[src/rtl/and_match_pkg.sv]
// rtl/and_match_pkg.sv - shared state encoding and threshold constants for and_match_detector
package and_match_pkg;

  // Detector FSM state encoding
  localparam logic [1:0] ST_IDLE    = 2'd0;
  localparam logic [1:0] ST_COUNT   = 2'd1;
  localparam logic [1:0] ST_MATCHED = 2'd2;

  // A programmed THRESH of zero behaves as a threshold of one hit
  localparam int THRESH_ZERO_EFF = 1;

endpackage

[src/rtl/sat_counter.sv]
// rtl/sat_counter.sv - saturating up-counter with synchronous clear and async active-low reset
module sat_counter #(
  parameter int W = 4
) (
  input  logic         CLK,
  input  logic         RSTn,
  input  logic         CLR,
  input  logic         INC,
  output logic [W-1:0] Q
);

  // Clear wins over increment; the count holds once it reaches all-ones
  always_ff @(posedge CLK or negedge RSTn) begin
    if (!RSTn) begin
      Q <= '0;
    end else if (CLR) begin
      Q <= '0;
    end else if (INC && (Q != {W{1'b1}})) begin
      Q <= Q + W'(1);
    end
  end

endmodule

[src/rtl/and_match_detector.sv]
// rtl/and_match_detector.sv - debounced pattern detector on masked AND-gate output; option macro AND_MATCH_STICKY_EN
module and_match_detector
  import and_match_pkg::*;
#(
  parameter int WIDTH = 1,
  parameter int CNT_W = 4
) (
  input  logic             CLK,
  input  logic             RSTn,
  input  logic             EN,
  input  logic             CLR,
  input  logic [WIDTH-1:0] IN0,
  input  logic [WIDTH-1:0] PATTERN,
  input  logic [CNT_W-1:0] THRESH,
  output logic             MATCH,
  output logic             MATCH_PULSE,
  output logic [CNT_W-1:0] CNT
);

  logic [1:0]       state;
  logic [1:0]       state_nxt;
  logic             hit;
  logic             flush;
  logic             cnt_clr;
  logic             pulse_d;
  logic             pulse_q;
  logic [CNT_W-1:0] thr_eff;
  logic [CNT_W-1:0] cnt_inc;

  assign hit     = EN & (IN0 == PATTERN);
  assign flush   = CLR | ~EN;
  assign thr_eff = (THRESH == '0) ? CNT_W'(THRESH_ZERO_EFF) : THRESH;
  // Value CNT will take after this edge's hit, used to decide entry to MATCHED in the same edge
  assign cnt_inc = (CNT == {CNT_W{1'b1}}) ? CNT : CNT + CNT_W'(1);
  // Any non-hit (including disable) restarts the run; CLR overrides a simultaneous hit
  assign cnt_clr = flush | ~hit;

  sat_counter #(
    .W (CNT_W)
  ) u_cnt (
    .CLK  (CLK),
    .RSTn (RSTn),
    .CLR  (cnt_clr),
    .INC  (hit),
    .Q    (CNT)
  );

  // State and pulse registers
  always_ff @(posedge CLK or negedge RSTn) begin
    if (!RSTn) begin
      state   <= ST_IDLE;
      pulse_q <= 1'b0;
    end else begin
      state   <= state_nxt;
      pulse_q <= pulse_d;
    end
  end

  // Next-state selection: clear/disable first, then the hit-run FSM
  always_comb begin
    state_nxt = state;
    if (flush) begin
      state_nxt = ST_IDLE;
    end else begin
      case (state)
        ST_IDLE: begin
          if (hit) begin
            state_nxt = (thr_eff == CNT_W'(1)) ? ST_MATCHED : ST_COUNT;
          end
        end
        ST_COUNT: begin
          if (!hit) begin
            state_nxt = ST_IDLE;
          end else if (cnt_inc >= thr_eff) begin
            // >= lets a lowered THRESH complete the run on the next hit
            state_nxt = ST_MATCHED;
          end
        end
        ST_MATCHED: begin
          if (!hit) begin
`ifdef AND_MATCH_STICKY_EN
            state_nxt = ST_MATCHED;
`else
            state_nxt = ST_IDLE;
`endif
          end
        end
        default: state_nxt = ST_IDLE;
      endcase
    end
  end

  // Outputs: level follows the state register, pulse marks only the entering edge
  always_comb begin
    MATCH       = (state == ST_MATCHED);
    pulse_d     = (state_nxt == ST_MATCHED) && (state != ST_MATCHED);
    MATCH_PULSE = pulse_q;
  end

endmodule

[config.mk]
export PLATFORM = sky130hd
export DESIGN_NAME = and_match_detector
export DESIGN_NICKNAME = d
export VERILOG_FILES = /design/src/rtl/and_match_pkg.sv /design/src/rtl/sat_counter.sv /design/src/rtl/and_match_detector.sv
export SDC_FILE = /design/constraint.sdc
export NUM_CORES = 1
export LEC_CHECK = 0
export BUFFER_PORTS_ARGS = -buffer_cell sky130_fd_sc_hd__buf_2
export CAP_MARGIN = 20
export CORE_AREA = 4 4 41 43
export CTS_BUF_LIST = sky130_fd_sc_hd__clkbuf_8
export CTS_CLUSTER_DIAMETER = 30
export CTS_CLUSTER_SIZE = 30
export DETAILED_ROUTE_END_ITERATION = 16
export DIE_AREA = 0 0 45 47
export PLACE_DENSITY_LB_ADDON = 0.12
export SLEW_MARGIN = 15
export SYNTH_ARGS = -nofsm -noshare
export SYNTH_HDL_FRONTEND = slang
export SYNTH_SLANG_ARGS = --single-unit
[constraint.sdc]
create_clock -name CLK -period 2.4 [get_ports CLK]
set_input_delay 0.12 -clock CLK [delete_from_list [all_inputs] [get_ports CLK]]
set_output_delay 0.12 -clock CLK [all_outputs]
set_load 0.02 [all_outputs]
==> flow_metrics.py, run 1 <==
metrics = {
    "synth": {
        "synthFlopType": "dfrtp_1",
        "synth-seq-cells": 7,
        "syn-num-nets": 61,
        "synth.distinct_cells": 23,
        "ys_warn_count": 0,
        "synthCells": 46,
        "ys_seq_area_share_pct": 36.94,
        "synth_area_um2": 474.2,
        "syn_area_per_cell_um2": 10.31,
        "synth_edf_count": 0,
        "synthArstFlopShare_pct": 100.0,
    },
    "placement": {
        "port_buffers": 15,
        "dpl-instance-area_um2": 568.0,
        "pre_cts_ws_ns": 0.3035,
        "dp_hpwl_um": 746.5,
        "gp_congestion": 0.7377,
    },
    "worst_setup_path": {
        "crit_path_frequent_cell": "ha_1",
        "path_cells": "ha_1 -> nand3_2 -> mux2_4 -> ha_1 -> o211ai_1 -> a21oi_1 -> o21bai_4 -> a211oi_2",
        "required_ns": 2.54,
        "worstSetupStartpointType": "flip-flop",
        "critical_path_class": "reg2reg",
        "reg2reg_slack_ns": 0.31,
        "cp-end-kind": "flip-flop",
        "cp_slowest_cell": "dfrtp_1",
        "crit_arrival_ns": 2.23,
        "max_stage_delay_ns": 0.42,
        "path_max_fanout": 5,
    },
    "sta": {
        "grt_setup_unrepaired": "no",
        "finalCritPeriodShare_pct": 87.14,
        "slew_headroom_pct": 78.71,
        "setup_ws_ns": 0.3087,
        "hold_viol": 0,
        "worst_pin_slew_ns": 0.3194,
        "fin_setup_tns_ns": 0,
        "slew_viol_final": 0,
        "skew_ns": 0.001828,
        "whs_ns": 0.2242,
        "max_freq_mhz": 478.2,
        "min_period_ns": 2.091,
        "setup_violations": 0,
    },
    "floorplanning": {
        "core_mm2": 0.001301,
        "pin_count": 16,
        "die_area_mm2": 0.002115,
        "die_h_um": 47,
        "die_w_um": 45,
        "row_count": 13,
        "start_util_pct": 36.44,
    },
    "routing": {
        "vias_per_cell": 4.988,
        "drcViolationCount": 0,
        "vias": 404,
        "drt-wirelength-per-cell_um": 11.10,
        "drtAntennaViolNets": 0,
        "drt_pass1_iterations": 2,
        "first_iter_violations": 2,
        "wl_um": 899,
    },
    "power_and_ir_drop": {
        "irDropWorstVdd_uv": 554.3,
        "total_power_uw": 324.1,
        "leakagePower_uw": 0.0003381,
        "p_per_area_mw_per_mm2": 520.1,
    },
    "clock_network": {
        "cts_setup_buffers": 0,
        "numClockSinks": 7,
        "cts_tree": "done",
        "cts_buffers": 3,
        "htree_levels": 1,
        "clk_path_buf_depth": 2,
        "cts_resized": 0,
        "clk_latency_ns": 0.22,
        "clk_pin_slew_ns": 0.04,
        "cts_root_buf": "clkbuf_8",
        "hold_buffers": 1,
    },
    "hold_path": {
        "hold_path.class": "in2reg",
    },
    "global_route": {
        "grt_pass1_vias": 406,
        "grt_overflow": 0,
        "grt_pass1_wl_um": 1580,
        "antenna_found_initial": 0,
        "grt_max_degree": 8,
        "grt_usage_pct": 10.84,
    },
    "outcome": {
        "status": "finished clean",
    },
    "cells_and_area": {
        "drive_above_1_share_pct": 37.88,
        "finalNetCount": 82,
        "synthToLayoutAreaGrowth_pct": 31.40,
        "finalInstanceArea_um2": 623.1,
        "antenna_cells": 0,
        "final_common_cell": "buf_2",
        "layout_common_cells": "15 x buf_2, 7 x dfrtp_1, 6 x nor2_1",
    },
    "job": {
        "drv_cap": 0,
    },
}
[final timing paths]
path | start | endpoint | cells after the start
min in group asynchronous | RSTn | u_cnt.Q[2]$_DFFE_PN0P_ | 2
setup reg to reg | u_cnt.Q[0]$_DFFE_PN0P_ | state[1]$_DFF_PN0_ | 8
max in group asynchronous | RSTn | state[1]$_DFF_PN0_ | 2
hold / removal | EN | u_cnt.Q[2]$_DFFE_PN0P_ | 3
setup / recovery | u_cnt.Q[0]$_DFFE_PN0P_ | state[1]$_DFF_PN0_ | 8
hold reg to reg | state[0]$_DFF_PN0_ | state[1]$_DFF_PN0_ | 1
[through the flow]
stage,util [%],std cells
6_report,47.88,81
5_1_grt,47.88,81
4_1_cts,47.88,81
3_5_place_dp,43.65,76
3_3_place_gp,43.65,76
2_1_floorplan,-,46
[synth_stat cells, drive strengths merged (2+ instances only)]
cell type / number / area, µm²
dfrtp: 7 / 175.2
nor2: 6 / 22.52
ha: 5 / 62.56
inv: 4 / 15.01
a211oi: 3 / 32.53
nor3: 3 / 20.02
a21oi: 2 / 10.01
nand3: 2 / 15.01
nand3b: 2 / 18.77
nor2b: 2 / 12.51
xnor2: 2 / 17.52
[state kept, by name (all words and copies together), names as in the netlist]
signal	flops
state	2
MATCH_PULSE	1
u_cnt.Q	4
[routing by layer]
| layer | up-vias | GRT usage, % | part of all wire [%] |
|---|---|---|---|
| li1 | 202 | - | - |
| met1 | 188 | 10.96 | 42 |
| met2 | 12 | 18.36 | 49 |
| met3 | 2 | 4.598 | 6.8 |
| met4 | 0 | 7.018 | 1.3 |
| met5 | - | 0 | 0 |
[power by group]
group | switching, µW | internal, µW | total [µW] | leakage (µW)
Sequential | 3.78 | 121 | 125 | 0.0000967
Combinational | 21.6 | 21.9 | 43.6 | 0.000215
Clock | 45.3 | 110 | 155 | 0.0000269
Total | 70.7 | 253 | 324 | 0.000338
[critical path: cells and delay by family, from the launching register on]
kind	cells	cell delay (ns)
DFF	1	0.42
muxes	1	0.31
AOI/OAI and AO/OA	4	0.60
adders and majority gates	2	0.55
and+or+nand+nor	1	0.11
[cell families after synthesis]
family	count (synthesis)	share of synthesized area (%)
AND/OR/NAND/NOR	17	20.84
buffers and inverters	4	3.165
XOR/XNOR	2	3.695
adder cells (fa/ha/maj)	5	13.19
flip-flops	7	36.94
multiplexers	1	3.165
AO/OA/AOI/OAI	10	19.00
[area by class of cell]
type / count / area, µm²
Tap cell: 15 / 18.77
Fill cell: 124 / 678.2
Timing Repair Buffer: 16 / 85.08
Clock inverter: 1 / 3.754
Sequential cell: 7 / 175.2
Inverter: 4 / 15.01
Multi-Input combinational cell: 35 / 284.0
Clock buffer: 3 / 41.29
Power figures use the tool's default switching activity.
==> inputs of run 2 (changes only) <==
- MAX_ROUTING_LAYER: unset -> met4
==> run 2 against run 1 <==
Effect of this change:
- maximum frequency stayed put
- power hardly changed
- largest power group unchanged
- global-route usage is 0.36 points higher
- non-clock buffer count stayed put
- count of clock-buffer cells in the layout stayed put
- critical path depth stayed put
- critical endpoint unchanged
==> flow_metrics.py, run 2 (synthesized netlist as in run 1, its figures left out) <==
metrics = {
    "clock_network": {
        "cts_tree": "done",
        "numClockSinks": 7,
        "cts_root_buf": "clkbuf_8",
        "clk_latency_ns": 0.22,
        "htree_levels": 1,
        "hold_buffers": 1,
        "clk_pin_slew_ns": 0.04,
        "cts_buffers": 3,
        "cts_resized": 0,
        "clk_path_buf_depth": 2,
        "cts_setup_buffers": 0,
    },
    "sta": {
        "skew_ns": 0.001828,
        "min_period_ns": 2.091,
        "grt_setup_unrepaired": "no",
        "hold_viol": 0,
        "fin_setup_tns_ns": 0,
        "max_freq_mhz": 478.2,
        "worst_pin_slew_ns": 0.3194,
        "slew_headroom_pct": 78.71,
        "setup_violations": 0,
        "slew_viol_final": 0,
        "finalCritPeriodShare_pct": 87.14,
    },
    "cells_and_area": {
        "largest_reg_flops": 4,
        "layout_common_cells": "15 x buf_2, 7 x dfrtp_1, 6 x nor2_1",
        "regArea_um2": 175.2,
        "antenna_cells": 0,
        "multiInputGateArea_um2": 284.0,
        "finalInstanceArea_um2": 623.1,
        "synthToLayoutAreaGrowth_pct": 31.40,
        "drive_above_1_share_pct": 37.88,
        "top_register": "u_cnt.Q",
        "final_common_cell": "buf_2",
        "finalNetCount": 82,
        "fillers": 124,
    },
    "placement": {
        "gp_congestion": 0.7468,
        "dpl-instance-area_um2": 568.0,
        "dp_hpwl_um": 746.5,
        "port_buffers": 15,
    },
    "routing": {
        "drt_pass1_iterations": 2,
        "drt-wirelength-per-cell_um": 11.10,
        "first_iter_violations": 2,
        "drtAntennaViolNets": 0,
        "drcViolationCount": 0,
        "wl_um": 899,
        "vias": 404,
        "vias_per_cell": 4.988,
    },
    "hold_path": {
        "worstHoldPathCells": 3,
        "hold_path_end": "u_cnt.Q[2]$_DFFE_PN0P_",
        "hold_path.class": "in2reg",
        "hp-start": "EN",
    },
    "worst_setup_path": {
        "worstReg2RegStart": "u_cnt.Q[0]$_DFFE_PN0P_",
        "cp-end-kind": "flip-flop",
        "path_max_fanout": 5,
        "required_ns": 2.54,
        "reg2regPathDepth": 8,
        "crit_arrival_ns": 2.23,
        "reg2reg_slack_ns": 0.31,
        "worstSetupStartpointType": "flip-flop",
        "r2r-end": "state[1]$_DFF_PN0_",
        "critical_path_class": "reg2reg",
    },
    "floorplanning": {
        "start_util_pct": 36.44,
        "die_w_um": 45,
        "die_area_mm2": 0.002115,
        "core_mm2": 0.001301,
        "row_count": 13,
        "pin_count": 16,
        "die_h_um": 47,
    },
    "global_route": {
        "antenna_found_initial": 0,
        "grt_pass1_wl_um": 1580,
        "grt_usage_pct": 11.19,
        "grt_overflow": 0,
        "grt_pass1_vias": 405,
        "grt_max_degree": 8,
    },
    "outcome": {
        "status": "finished clean",
    },
    "power_and_ir_drop": {
        "leakagePower_uw": 0.0003381,
        "irDropWorstVdd_uv": 554.4,
        "p_per_area_mw_per_mm2": 520.1,
    },
    "job": {
        "drv_cap": 0,
    },
}
==> run 2: cell counts in the layout (fill, tap and decap cells not counted) <==
No cell type changed its count.
==> run 2: how the worst max path moves through the flow <==
stage                           startpoint                  to  slack, ns  cells past startpoint
floorplan           u_cnt.Q[0]$_DFFE_PN0P_  state[0]$_DFF_PN0_       0.31                      8
global placement    u_cnt.Q[0]$_DFFE_PN0P_  state[0]$_DFF_PN0_       0.34                      8
detailed placement  u_cnt.Q[0]$_DFFE_PN0P_  state[1]$_DFF_PN0_       0.30                      8
CTS                 u_cnt.Q[0]$_DFFE_PN0P_  state[1]$_DFF_PN0_       0.29                      8
global route        u_cnt.Q[0]$_DFFE_PN0P_  state[1]$_DFF_PN0_       0.16                      8
finish              u_cnt.Q[0]$_DFFE_PN0P_  state[1]$_DFF_PN0_       0.31                      8
==> run 2: through the flow <==
stage | utilization [%] | total power (µW) | hold WS, ns | setup WS (ns) | instances
after floorplan | - | 153.5 | -0.1756 | 0.3124 | 46
after global placement | 43.65 | 169.8 | -0.04202 | 0.3413 | 76
after detailed placement | 43.65 | 169.9 | -0.04247 | 0.3035 | 76
after CTS | 47.88 | 331.3 | 0.2243 | 0.2934 | 81
after global routing | 47.88 | 345.7 | 0.2394 | 0.1637 | 81
final | 47.88 | 324.1 | 0.2242 | 0.3087 | 81
==> run 2: per-layer routing <==
layer / GRT usage (%) / wire length, µm / vias to the layer above
met1: 10.96 / 379 / 188
met3: 4.598 / 61 / 2
met4: 7.018 / 12 / 0
met5: - / 0 / -
li1: - / - / 202
met2: 18.36 / 445 / 12
==> run 2: where the power goes <==
| part | internal (µW) | switching (µW) |
|---|---|---|
| clock network | 110 | 45.3 |
| logic | 21.9 | 21.6 |
| registers | 121 | 3.78 |
==> run 2: area by class of cell <==
type | count | area share [%]
Multi-Input combinational cell | 35 | 45.58
Timing Repair Buffer | 16 | 13.65
Inverter | 4 | 2.410
Clock inverter | 1 | 0.6024
Sequential cell | 7 | 28.11
Clock buffer | 3 | 6.627
Tap cell | 15 | 3.012
==> run 2: worst max-delay path: stages (launching register included) <==
cell and delay [ns]:
dfrtp_1 0.42, ha_1 0.27, nand3_2 0.11, mux2_4 0.31
ha_1 0.28, o211ai_1 0.07, a21oi_1 0.28, o21bai_4 0.11
a211oi_2 0.14
